==> config.mk <==
export PLATFORM = sky130hd
export DESIGN_NAME = serial_adder_ctrl
export DESIGN_NICKNAME = d
export VERILOG_FILES = /design/src/rtl/serial_adder_ctrl.sv
export SDC_FILE = /design/constraint.sdc
export NUM_CORES = 1
export LEC_CHECK = 0
export CORE_MARGIN = 2
export CORE_UTILIZATION = 45
export CTS_CLUSTER_DIAMETER = 100
export CTS_CLUSTER_SIZE = 10
export DETAILED_ROUTE_END_ITERATION = 7
export GPL_TIMING_DRIVEN = 0
export HOLD_SLACK_MARGIN = 0.12
export PLACE_DENSITY = 0.73
export SYNTH_ARGS = -nofsm -noshare
export SYNTH_HDL_FRONTEND = slang
export SYNTH_HIERARCHICAL = 1
export SYNTH_SLANG_ARGS = --single-unit
==> constraint.sdc <==
create_clock -name clk -period 1.35 [get_ports clk]
set_input_delay 0.2025 -clock clk [delete_from_list [all_inputs] [get_ports clk]]
set_output_delay 0.2025 -clock clk [all_outputs]
set_load 0.03 [all_outputs]
==> src/rtl/serial_adder_ctrl.sv <==
// Bit-serial WIDTH-bit adder: one full-adder cell is reused over WIDTH cycles, LSB first.
// The running carry lives in a flop and sum bits shift in from the MSB side of S.

module full_adder (
    input  logic a,
    input  logic b,
    input  logic ci,
    output logic s,
    output logic co
);
    assign s  = a ^ b ^ ci;
    assign co = (a & b) | (ci & (a ^ b));
endmodule

module serial_adder_ctrl #(
    parameter int WIDTH = 8,
    parameter int CNT_W = 5
) (
    input  logic             clk,
    input  logic             rst,
    input  logic             start,
    input  logic [WIDTH-1:0] A,
    input  logic [WIDTH-1:0] B,
    input  logic             C_in,
    output logic             busy,
    output logic             done,
    output logic [WIDTH-1:0] S,
    output logic             C_out
);
    typedef enum logic [1:0] {
        IDLE = 2'd0,
        ADD  = 2'd1,
        DONE = 2'd2
    } state_t;

    localparam logic [CNT_W-1:0] LAST_BIT = CNT_W'(WIDTH - 1);
    localparam logic [CNT_W-1:0] CNT_ONE  = CNT_W'(1);

    state_t             state_q, state_d;
    logic [WIDTH-1:0]   a_sh_q, a_sh_d;
    logic [WIDTH-1:0]   b_sh_q, b_sh_d;
    logic [WIDTH-1:0]   s_q, s_d;
    logic               cy_q, cy_d;
    logic               c_out_q, c_out_d;
    logic [CNT_W-1:0]   cnt_q, cnt_d;
    logic               fa_s, fa_c;

    full_adder u_fa (
        .a  (a_sh_q[0]),
        .b  (b_sh_q[0]),
        .ci (cy_q),
        .s  (fa_s),
        .co (fa_c)
    );

    always_comb begin
        state_d = state_q;
        a_sh_d  = a_sh_q;
        b_sh_d  = b_sh_q;
        s_d     = s_q;
        cy_d    = cy_q;
        c_out_d = c_out_q;
        cnt_d   = cnt_q;

        case (state_q)
            ADD: begin
                s_d    = {fa_s, s_q[WIDTH-1:1]};
                cy_d   = fa_c;
                a_sh_d = a_sh_q >> 1;
                b_sh_d = b_sh_q >> 1;
                cnt_d  = cnt_q + CNT_ONE;
                if (cnt_q == LAST_BIT) begin
                    c_out_d = fa_c;
                    state_d = DONE;
                end
            end
            IDLE, DONE: begin
                // Start is honoured in both IDLE and DONE so results can stream back-to-back.
                if (start) begin
                    a_sh_d  = A;
                    b_sh_d  = B;
                    cy_d    = C_in;
                    s_d     = '0;
                    cnt_d   = '0;
                    state_d = ADD;
                end else begin
                    state_d = IDLE;
                end
            end
            default: state_d = IDLE;
        endcase
    end

    always_ff @(posedge clk or posedge rst) begin
        if (rst) begin
            state_q <= IDLE;
            a_sh_q  <= '0;
            b_sh_q  <= '0;
            s_q     <= '0;
            cy_q    <= 1'b0;
            c_out_q <= 1'b0;
            cnt_q   <= '0;
        end else begin
            state_q <= state_d;
            a_sh_q  <= a_sh_d;
            b_sh_q  <= b_sh_d;
            s_q     <= s_d;
            cy_q    <= cy_d;
            c_out_q <= c_out_d;
            cnt_q   <= cnt_d;
        end
    end

    assign busy  = (state_q == ADD);
    assign done  = (state_q == DONE);
    assign S     = s_q;
    assign C_out = c_out_q;

endmodule

## Word-level counts from Yosys, hierarchy flattened

Index checks and enable logic that the tools add are counted.

- Add/sub/neg operators: 1
- Multiplexer cells: 13
- Eq/ne operators: 5
- Bitwise gates (word level): 5
- Reductions and logical operators: 5

Operator list:

| kind | number |
|---|---|
| $pmux W8 S2 | 3 |
| $mux W8 | 3 |
| $pmux W5 S2 | 1 |
| $add A5 B1 Y5 const B | 1 |
| $eq A5 B3 Y1 const B | 1 |
| $mux W5 | 1 |
| $pmux W2 S2 | 1 |
| $reduce_and A2 Y1 | 2 |
| $and A1 B1 Y1 | 2 |
| $eq A2 B1 Y1 const B | 1 |
| $eq A2 B2 Y1 const B | 1 |
| $logic_not A2 Y1 | 1 |
| $mux W1 | 2 |
| $mux W2 | 1 |
| $ne A2 B1 Y1 const B | 1 |
| $ne A2 B2 Y1 const B | 1 |
| $pmux W1 S2 | 1 |
| $reduce_bool A2 Y1 | 1 |
| $reduce_or A2 Y1 | 1 |
| $xor A1 B1 Y1 | 2 |
| $or A1 B1 Y1 | 1 |

- Logic and storage cells: 36
- Output and inout bits: 11
- Bits of input ports: 20
- Bits in registers: 33

## Depth between registers and ports, before layout

Gate-level depths: netlist of the first run.

- Word-level depth: 4
- Gate-level depth with buffers: 6
- Depth with buffers taken out: 4

## Modules after synthesis

Netlist of the first run, hierarchy kept.

By module, submodules not included:

| module | instances | sequential area each (um2) | cells an instance | area each (um2) |
|---|---|---|---|---|
| serial_adder_ctrl | 1 | 825.8 | 122 | 1,483.9 |
| full_adder | 1 | 0.0 | 1 | 20.0 |

## Worst setup path before layout of the first run

OpenSTA, ideal clock, no wires.

- Path kind: register to output
- Start: register state_q[0]
- End: output port done
- Data required time: 1,148 ps
- Cell stages (with the launch flop): 4
- Data arrival time: 1,131 ps
- Path slack: 16 ps
- Buffers on the path: 2
- Cell sequence: dfrtp_1 -> buf_6 -> buf_4 -> nor2b_1

- Cells in the longest elaborated chain, start to end: 1

RTL lines:

| what | line | source |
|---|---|---|
| start: declaration | 39 | `state_t state_q, state_d;` |
| start signal: assignment | 104 | `state_q <= state_d;` |
| $eq A2 B2 Y1 | 115 | `assign done = (state_q == DONE);` |
| end: declaration | 26 | `output logic done,` |

Every way passes these cells.

## Worst setup path after layout of the first run

- Start: register state_q[0]
- End: output port busy

- Cells in the longest elaborated chain, start to end: 1

RTL lines:

| what | line | source |
|---|---|---|
| $eq A2 B1 Y1 | 114 | `assign busy = (state_q == ADD);` |
| end: declaration | 25 | `output logic busy,` |

Every way passes these cells.

==> results of run 1 <==
-- cell families after synthesis --
| kind of cell | after synthesis | synth area share |
|---|---|---|
| fa+ha+maj | 2 | 0.02163 |
| simple gates | 29 | 0.1215 |
| compound gates | 29 | 0.1265 |
| mux | 19 | 0.1273 |
| buf+inv | 11 | 0.05407 |
| flops | 33 | 0.5491 |
-- timing repair --
action / CTS / global route
endpoints found under the setup margin: 15 / 32
pin swaps: 2 / 4
endpoints found under the hold margin: 0 / 0
setup buffers: 9 / 8
resized for setup: 32 / 42
cloned: 0 / 2
-- layer usage --
layer | global-route usage | wire, um | vias up | share of wire
met5 | 0 | 0 | - | 0
met4 | 0.04559 | 43 | 0 | 0.012
met3 | 0.07039 | 217 | 5 | 0.060
met2 | 0.3594 | 1894 | 32 | 0.52
met1 | 0.2517 | 1458 | 580 | 0.40
li1 | - | - | 558 | -
-- layout make-up --
class | instances | area (um^2)
buffer | 9 | 106.4
clock buffer | 8 | 48.80
fill | 248 | 999.7
inverter | 2 | 12.51
multi-input combinational | 79 | 633.1
sequential | 33 | 825.8
tap | 44 | 55.05
timing repair buffer | 50 | 446.7
-- metrics by stage --
stage	instance area [um^2]	util	hold slack [ns]	TNS [ns]	total power, mW
finish	2128	0.6804	0.1563	-0.2462	5.008
global route	2128	0.6804	0.1776	-1.623	5.349
CTS	1998	0.6388	0.4811	-1.539	4.575
detailed placement	1859	0.5944	0.4929	-14.72	3.859
global placement	1859	0.5944	0.4681	-11.58	3.765
floorplan	1504	-	0.3314	0	3.177
-- final timing paths --
| kind | from | endpoint | slack [ns] | depth (start not counted) |
|---|---|---|---|---|
| min in group clk | A[7] | a_sh_q[7] | 0.48 | 2 |
| min | rst | cnt_q[2] | 0.16 | 2 |
| max | state_q[0] | busy | -0.1 | 5 |
| max reg2reg | cnt_q[0] | C_out | -0.03 | 4 |
| max in group asynchronous | rst | a_sh_q[5] | 0.76 | 3 |
| min reg2reg | a_sh_q[7] | a_sh_q[7] | 0.52 | 1 |
-- critical path, stage by stage, from the launching register on --
cell and delay [ns]:
dfrtp_1 0.39, buf_6 0.14, nand2b_4 0.09, inv_6 0.05, buf_8 0.12, buf_6 0.13
-- sequential cells by signal, summed over array words and instances, names as in the netlist --
register,cells
state_q,2
cnt_q,5
cy_q,1
S,8
b_sh_q,8
C_out,1
a_sh_q,8
-- power breakdown --
group | internal (mW) | leakage (nW) | switching (mW)
Sequential | 1.41 | 0.420 | 0.301
Clock | 0.207 | 0.0265 | 0.321
Combinational | 1.39 | 0.590 | 1.38
Total | 3.01 | 1.04 | 2.00
-- placed cells by master, fill, tap and decap left out, drive strengths merged --
cell           Yosys  routed
a22o              12      12
buf                9      30
clkbuf             0      16
clkdlybuf4s50      0      19
clkinv             0       1
dfrtp             33      33
dlygate4sd2        0       2
fa                 1       1
ha                 1       1
inv                2       1
mux2               1       1
mux2i             18      18
nand2              3       3
nand2b             2       2
nand3             16      16
nand4              2       2
nor2               1       1
nor2b              3       3
nor3               1       1
nor4               1       1
o21ai             17      17
==> summary.md, run 1 <==
| Metric | Value |
|---|---|
| Final Critical Period | `1.449 ns` |
| Via Count | `1175` |
| Layout cells sized above 1 | `0.3094` |
| Slew at the pin closest to its max-slew limit | `0.5857 ns` |
| Sequential cell area fraction in the yosys report | `0.5491` |
| RSZ-0062 raised after global routing | `yes` |
| Ys Warns | `6` |
| Hold Vio Cnt, Final | `0` |
| Vias in the first global route | `1229` |
| Final setup violation count | `6` |
| Tcrit/Tclk final | `1.073` |
| Total Routing Usage GR | `0.2075` |
| Max_cap viols | `0` |
| EDFF count, synth | `0` |
| Critical Path RT | `1.15 ns` |
| Total congestion overflow | `0` |
| Post-Syn Instances | `123` |
| Initial antenna violation count | `0` |
| Syn_nets | `145` |
| Setup ws final | `-0.09894 ns` |
| Mean Syn Cell Area | `12.23 um^2` |
| Yosys reg bits | `33` |
| ANT cells | `0` |
| Power density over the cells | `2353 mW/mm^2` |
| Post-synth top cells | `33 x dfrtp_1, 18 x mux2i_1, 16 x nand3_1, 16 x o21ai_0, 12 x a22o_1` |
| Status | `finished, violations left` |
| Largest net degree at the start of global routing | `34` |
| Worst setup path class | `reg -> out` |
| CP Launch Type | `flip-flop` |
| Max IR drop VDD | `1481 uV` |
| Hold Crit Class | `in -> async` |
| Share of the synthesized area in the top cell type | `0.5491` |
| Clk buf depth | `2` |
| Hold_buf cts | `0` |
| Number of clock sinks | `33` |
| Die Area | `0.003820 mm^2` |
| Top_reg_cell synth | `dfrtp_1` |
| CTS tree | `built` |
| Fin cells | `225` |
| Crit-path max FO | `6` |
| Setup slack after placement | `-0.4870 ns` |
| F_max | `0.6902 GHz` |
| # DRC | `0` |
| Starting Density | `0.4808` |
| Site Rows | `20` |
| Clock Skew | `0.009115 ns` |
| Max-slew headroom | `0.6071` |
| CP endpoint kind | `output pin` |
| Ports | `31` |
| Synth area leaders | `dfrtp_1 55%, mux2i_1 12%, a22o_1 7.0%` |
| Layout area overhead | `41.51%` |
| Max Slew Vio Count | `0` |
| Num CTS Buffers | `5` |
| DR pass1 iterations | `4` |
| Area leader, netlist | `dfrtp_1` |
| Count leader, synth | `dfrtp_1` |
| Final ANT Viol Nets | `0` |
| Post-DP HPWL | `2252 um` |
| Ys async rst share | `1.000` |
| CTS H-tree depth | `2` |
| Netlist cell types | `23` |
| Clock transition at the registers of the reported paths | `0.10 ns` |
| # port buffers | `30` |
| Wire length of the first global-routing pass | `5623 um` |
| Chip height | `61.81 um` |
| Failing checks | `setup timing` |
| Root Driver | `clkbuf_4` |
| Vias per inst | `5.222` |
| Routed wire length | `3614 um` |
| Core ar. | `0.003128 mm^2` |
| Routed len/inst | `16.06 um` |
| DRT iter0 DRCs | `40` |
| Die width | `61.81 um` |
| Cell Area, Synth | `0.001504 mm^2` |
| Gpl congestion | `0.7200` |
| Nets | `202` |
| Leakage power | `1.037 nW` |
| Clk Latency, worst-skew pair | `0.33 ns` |
| Arrival @ worst endpoint | `1.25 ns` |
| Placed cell count | `197` |
(Power assumes the default switching activity.)
==> inputs of run 2 (changes only) <==
- SLEW_MARGIN: unset -> 5
==> summary.md, run 2 (synthesis gave the netlist of run 1 again) <==
| Metric | Value |
|---|---|
| Status | `finished, violations left` |
| Failing checks | `setup timing` |
| Internal power | `3.011 mW (+0.16%)` |
| Power density over the cells | `2367 mW/mm^2 (+0.59%)` |
| Comb pwr share | `0.555 (+0.002)` |
| RSZ-0062 raised after global routing | `yes` |
| Leakage power | `1.029 nW (-0.78%)` |
| Multi-input logic area | `640.6 um^2 (+1.2%)` |
| Largest net degree at the start of global routing | `34 (unchanged)` |
| Max Slew Vio Count | `0 (unchanged)` |
| Max_cap viols | `0 (unchanged)` |
| Vias in the first global route | `1229 (unchanged)` |
| Routed wire length | `3553 um (-1.7%)` |
| Slew at the pin closest to its max-slew limit | `0.6854 ns (+0.09967 ns)` |
| Final ANT Viol Nets | `0 (unchanged)` |
| Ports | `31 (unchanged)` |
| Core ar. | `0.003128 mm^2 (unchanged)` |
| Fin cells | `224 (-0.44%)` |
| Placed cell count | `197 (unchanged)` |
| Layout cells sized above 1 | `0.3111 (+0.001719)` |
| Clock share of power | `0.104 (about the same)` |
| Placed Area | `0.001859 mm^2 (unchanged)` |
| CTS tree | `built` |
| # port buffers | `30 (unchanged)` |
| Site Rows | `20 (unchanged)` |
| Clock Skew | `0.009250 ns (+0.0001358 ns)` |
| CP Launch Type | `flip-flop` |
| Layout area overhead | `40.60%` |
| DRT iter0 DRCs | `36 (-10%)` |
| Chip height | `61.81 um (unchanged)` |
| Worst reg2reg path depth | `7 (+3)` |
| DR pass1 iterations | `4 (unchanged)` |
| Num CTS Buffers | `5 (unchanged)` |
| Final Critical Period | `1.447 ns (-0.002063 ns)` |
| Final setup violation count | `10 (+4)` |
| Starting Density | `0.4808 (unchanged)` |
| Nets | `201 (-0.50%)` |
| Root Driver | `clkbuf_4` |
| Seq pwr share | `0.341 (about the same)` |
| Die width | `61.81 um (unchanged)` |
| Wire length of the first global-routing pass | `5623 um (unchanged)` |
| Hold_buf cts | `0 (unchanged)` |
| Clk buf depth | `2 (unchanged)` |
| Post-DP HPWL | `2252 um (unchanged)` |
| RR Endpoint | `a_sh_q[0]` |
| Clk Latency, worst-skew pair | `0.33 ns (about the same)` |
| Max-slew headroom | `0.5424 (-0.06470)` |
| Vias per inst | `5.268 (+0.87%)` |
| Final hold slack | `0.2884 ns (+0.1321 ns)` |
| Tcrit/Tclk final | `1.072 (-0.001529)` |
| Number of clock sinks | `33 (unchanged)` |
| Most frequent cells in the layout | `33 x dfrtp_1, 19 x clkdlybuf4s50_1, 18 x mux2i_1, 18 x buf_4, 16 x nand3_1` |
| Max IR drop VDD | `1478 uV (-0.19%)` |
| Arrival @ worst endpoint | `1.24 ns (about the same)` |
| Sw Share | `0.3984 (-0.001343)` |
| Worst setup path class | `reg -> out` |
| Initial antenna violation count | `0 (unchanged)` |
| Final Cell Area | `0.002115 mm^2 (-0.65%)` |
| Total congestion overflow | `0 (unchanged)` |
| F_max | `0.6911 GHz (+0.14%)` |
| Hold Vio Cnt, Final | `0 (unchanged)` |
| Gpl congestion | `0.7200 (unchanged)` |
| # DRC | `0 (unchanged)` |
| CTS H-tree depth | `2 (unchanged)` |
| Reg2reg setup slack | `-0.02 ns (about the same)` |
| CP endpoint kind | `output pin` |
| Total Routing Usage GR | `0.2075 (unchanged)` |
| Via Count | `1180 (+0.43%)` |
| Register area | `825.8 um^2 (unchanged)` |
| Commonest non-fill, non-tap cell in the layout | `dfrtp_1` |
| ANT cells | `0 (unchanged)` |
| Fillers | `254 (+2.4%)` |
| Setup crit start | `state_q[0]` |
| Hold Crit Class | `in -> async` |
| Die Area | `0.003820 mm^2 (unchanged)` |
| FF-to-FF Start | `state_q[0]` |
| Crit-path max FO | `6 (unchanged)` |
| Critical Path RT | `1.15 ns (about the same)` |
| Total chip power | `5.004 mW (about the same)` |
| Switching power total | `1.994 mW (-0.40%)` |
| Setup ws final | `-0.09688 ns (+0.002063 ns)` |
| Clock transition at the registers of the reported paths | `0.10 ns (about the same)` |
| Routed len/inst | `15.86 um (-1.2%)` |
[run 2: layout make-up]
class | instances | share of cell area
inverters | 2 | 0.005917
well taps | 44 | 0.02604
clock buffers | 8 | 0.02308
multi-input cells | 79 | 0.3030
plain buffers | 9 | 0.05030
flip-flops and latches | 33 | 0.3905
repair buffers | 49 | 0.2012
[run 2: how the worst max path moves through the flow]
stage	endpoint	slack, ns
floorplan	done	0.02
global placement	busy	-0.45
detailed placement	busy	-0.49
CTS	busy	-0.16
global route	done	-0.16
finish	busy	-0.1
[run 2: worst max-delay path, stage by stage, from the launching register on]
cell and delay (ns):
dfrtp_1 0.39, buf_6 0.14, nand2b_4 0.09, inv_6 0.04, buf_8 0.12, buf_6 0.13
[run 2: power groups by stage]
stage / clock [mW] / combinational (mW) / sequential, mW
final: 0.521 / 2.78 / 1.71
after global routing: 0.598 / 2.99 / 1.76
after CTS: 0.538 / 2.34 / 1.70
after detailed placement: 0 / 2.13 / 1.72
after global placement: 0 / 2.07 / 1.69
after floorplan: 0 / 1.32 / 1.86
[run 2: repair_timing]
item | in CTS | in global routing
gates cloned | 0 | 2
hold endpoints to repair | 0 | 0
setup buffers | 9 | 8
gates resized for setup | 32 | 41
pin swaps | 2 | 6
endpoints found under the setup margin | 15 | 32
[run 2: per-layer routing]
metal,up-vias,GRT usage,routed length [um]
met2,34,0.3594,1871
met5,-,0,0
met1,581,0.2517,1425
li1,561,-,-
met4,0,0.04559,28
met3,4,0.07039,227
[run 2: metrics by stage]
step	setup TNS (ns)	worst slack, ns	utilization
floorplan	0	0.01604	-
global placement	-11.58	-0.4452	0.5944
detailed placement	-14.72	-0.4870	0.5944
CTS	-1.539	-0.1605	0.6388
global route	-1.638	-0.1628	0.6760
finish	-0.2819	-0.09688	0.6760
==> inputs of run 3 (changes only) <==
- ABC_AREA: unset -> 1
- CORE_UTILIZATION: 45 -> 51
- PLACE_DENSITY: 0.73 -> 0.78
- clock period: 1.35 -> 1.5 ns (I/O delays scaled with it)
==> summary.md, run 3 <==
| Metric | Value |
|---|---|
| Starting Density | `0.5267 (+0.04587)` |
| Final ANT Viol Nets | `0 (unchanged)` |
| # port buffers | `30 (unchanged)` |
| CP Launch Type | `flip-flop` |
| Clock transition at the registers of the reported paths | `0.10 ns (about the same)` |
| Share of the synthesized area in the top cell type | `0.5222 (-0.02693)` |
| Slowest-stage cell, CP | `dfrtp_1` |
| Routed wire length | `3235 um (-9.0%)` |
| Worst path cell trace | `buf_6 > nor2_1 > buf_4` |
| Status | `finished, final reports clean` |
| Vias in the first global route | `1228 (-0.081%)` |
| Layout area overhead | `24.76%` |
| Max_cap viols | `0 (unchanged)` |
| Leakage power | `0.9460 nW (-8.0%)` |
| Ys async rst share | `1.000 (unchanged)` |
| RSZ-0062 raised after global routing | `no` |
| Final Cell Area | `0.001973 mm^2 (-6.7%)` |
| Power density over the cells | `2165 mW/mm^2 (-8.5%)` |
| Clock Skew | `0.003239 ns (-0.006012 ns)` |
| Nets | `234 (+16%)` |
| CTS H-tree depth | `2 (unchanged)` |
| Ys Warns | `6 (unchanged)` |
| Post-Syn Instances | `175 (+42%)` |
| Hold Vio Cnt, Final | `0 (unchanged)` |
| Fillers | `268 (+5.5%)` |
| Chip height | `59.69 um (-3.4%)` |
| Number of clock sinks | `33 (unchanged)` |
| CTS tree | `built` |
| Placed cell count | `238 (+21%)` |
| Fin cells | `245 (+9.4%)` |
| EDFF count, synth | `0 (unchanged)` |
| Crit-path max FO | `4 (-2)` |
| ANT cells | `0 (unchanged)` |
| Synth area leaders | `dfrtp_1 52%, nand2_1 10%, inv_1 5.9%` |
| Core ar. | `0.003003 mm^2 (-4.0%)` |
| F_max | `0.7131 GHz` |
| Die width | `59.69 um (-3.4%)` |
| Ports | `31 (unchanged)` |
| Max IR drop VDD | `1155 uV (-22%)` |
| Top_reg_cell synth | `dfrtp_1` |
| Final setup violation count | `0 (-10)` |
| Total chip power | `4.272 mW (-15%)` |
| Total Routing Usage GR | `0.2145 (+0.007049)` |
| Mean Syn Cell Area | `9.037 um^2 (-26%)` |
| Final Critical Period | `1.402 ns` |
| Num CTS Buffers | `5 (unchanged)` |
| Count leader, synth | `nand2_1` |
| Slew at the pin closest to its max-slew limit | `1.186 ns (+0.5002 ns)` |
| Syn_nets | `197 (+36%)` |
| DRT iter0 DRCs | `48 (+33%)` |
| Critical Path RT | `1.27 ns (+0.12 ns)` |
| Hold_buf cts | `0 (unchanged)` |
| Root Driver | `clkbuf_4` |
| Wire length of the first global-routing pass | `5478 um (-2.6%)` |
| Layout cells sized above 1 | `0.1321 (-0.1790)` |
| # DRC | `0 (unchanged)` |
| Die Area | `0.003562 mm^2 (-6.8%)` |
| Placed Area | `0.001923 mm^2 (+3.4%)` |
| DR pass1 iterations | `4 (unchanged)` |
| Site Rows | `20 (unchanged)` |
| Max incr delay on CP | `0.39 ns (about the same)` |
| Via Count | `1211 (+2.6%)` |
| Fin util | `0.6571 (-0.01892)` |
| Hold Crit Class | `in -> async` |
| Clk buf depth | `2 (unchanged)` |
| Commonest non-fill, non-tap cell in the layout | `nand2_1` |
| Largest net degree at the start of global routing | `34 (unchanged)` |
| Sequential cell area fraction in the yosys report | `0.5222 (-0.02693)` |
| Arrival @ worst endpoint | `1.18 ns (-0.06 ns)` |
| Initial antenna violation count | `0 (unchanged)` |
| Gpl congestion | `0.7622 (+5.9%)` |
| Routed len/inst | `13.20 um (-17%)` |
| Worst setup path class | `reg -> out` |
| Vias per inst | `4.943 (-6.2%)` |
| Clk Latency, worst-skew pair | `0.34 ns (about the same)` |
| Max-slew headroom | `0.2047 (-0.3377)` |
| Post-synth top cells | `42 x nand2_1, 33 x dfrtp_1, 25 x inv_1` |
| CP endpoint kind | `output pin` |
| Cell Area, Synth | `0.001582 mm^2 (+5.2%)` |
| Setup ws final | `0.09762 ns (+0.1945 ns)` |
| Area leader, netlist | `dfrtp_1` |
| Tcrit/Tclk final | `0.9349` |
| Most frequent cells in the layout | `42 x nand2_1, 33 x dfrtp_1, 23 x inv_1, 19 x clkdlybuf4s50_1` |
| Netlist cell types | `22 (-4.3%)` |
| Max Slew Vio Count | `0 (unchanged)` |
| Yosys reg bits | `33 (unchanged)` |
| Total congestion overflow | `0 (unchanged)` |
| Worst reg2reg path depth | `4 (-3)` |
| Setup slack after placement | `-0.2362 ns (+0.2508 ns)` |
| Post-DP HPWL | `2298 um (+2.1%)` |
-- run 3: cell count changes after synthesis, sizes merged, moves of 7 or more --
cell	change
nand2	+42
mux2i	-18
inv	+25
a22o	-12
o21ai	+13
nand3	-11
o22ai	+7
nor2	+11
-- run 3: worst max-delay path, delay by kind of cell, from the launching register on --
family                 cells  cell delay, ns
buffers and inverters      2            0.32
DFF                        1            0.39
and+or+nand+nor            1            0.13
-- run 3: layout make-up --
cell class	instances	area, um^2	share of cell area
multi-input cells	107	575.6	0.2917
plain buffers	7	66.31	0.03361
flip-flops and latches	33	825.8	0.4185
clock buffers	7	55.05	0.02790
well taps	33	41.29	0.02093
repair buffers	31	295.3	0.1497
inverters	27	113.9	0.05770
-- run 3: logic make-up after synthesis --
| family | Yosys count | synth area share |
|---|---|---|
| fa+ha+maj | 2 | 0.02057 |
| compound gates | 43 | 0.1598 |
| flops | 33 | 0.5222 |
| buf+inv | 35 | 0.1195 |
| simple gates | 62 | 0.1780 |
-- run 3: final timing paths --
path                       startpoint        end  slack, ns
max                        state_q[0]       done        0.1
min                               rst  b_sh_q[5]       0.36
max reg2reg                 a_sh_q[0]       cy_q       0.22
min reg2reg                  cnt_q[4]   cnt_q[4]       0.50
max in group asynchronous         rst  b_sh_q[2]       0.61
min in group clk                 B[7]  b_sh_q[7]       0.45
-- run 3: timing repair --
action / in CTS / in global routing
hold endpoints to repair: 0 / 0
gates resized for setup: 23 / 4
pin swaps: 1 / 0
endpoints found under the setup margin: 11 / 2
setup buffers: 0 / 1
-- run 3: power breakdown --
| part | leakage (nW) | switching (mW) | internal (mW) |
|---|---|---|---|
| Combinational | 0.497 | 1.39 | 0.878 |
| Sequential | 0.418 | 0.200 | 1.28 |
| Clock | 0.0314 | 0.297 | 0.221 |
-- run 3: metrics by stage --
stage	hold slack, ns	setup TNS [ns]
2_1_floorplan	0.3539	0
5_1_grt	0.4038	0
3_3_place_gp	0.4652	-5.666
6_report	0.3570	0
4_1_cts	0.4384	-0.03567
3_5_place_dp	0.4738	-7.987
-- run 3: routing by layer --
| metal | vias to the layer above | part of all wire | wire length [um] | GRT usage |
|---|---|---|---|---|
| met5 | - | 0 | 0 | 0 |
| met4 | 0 | 0.015 | 47 | 0.07937 |
| met3 | 4 | 0.062 | 202 | 0.07359 |
| met2 | 31 | 0.46 | 1500 | 0.3463 |
| met1 | 547 | 0.46 | 1485 | 0.2664 |
| li1 | 629 | - | - | - |
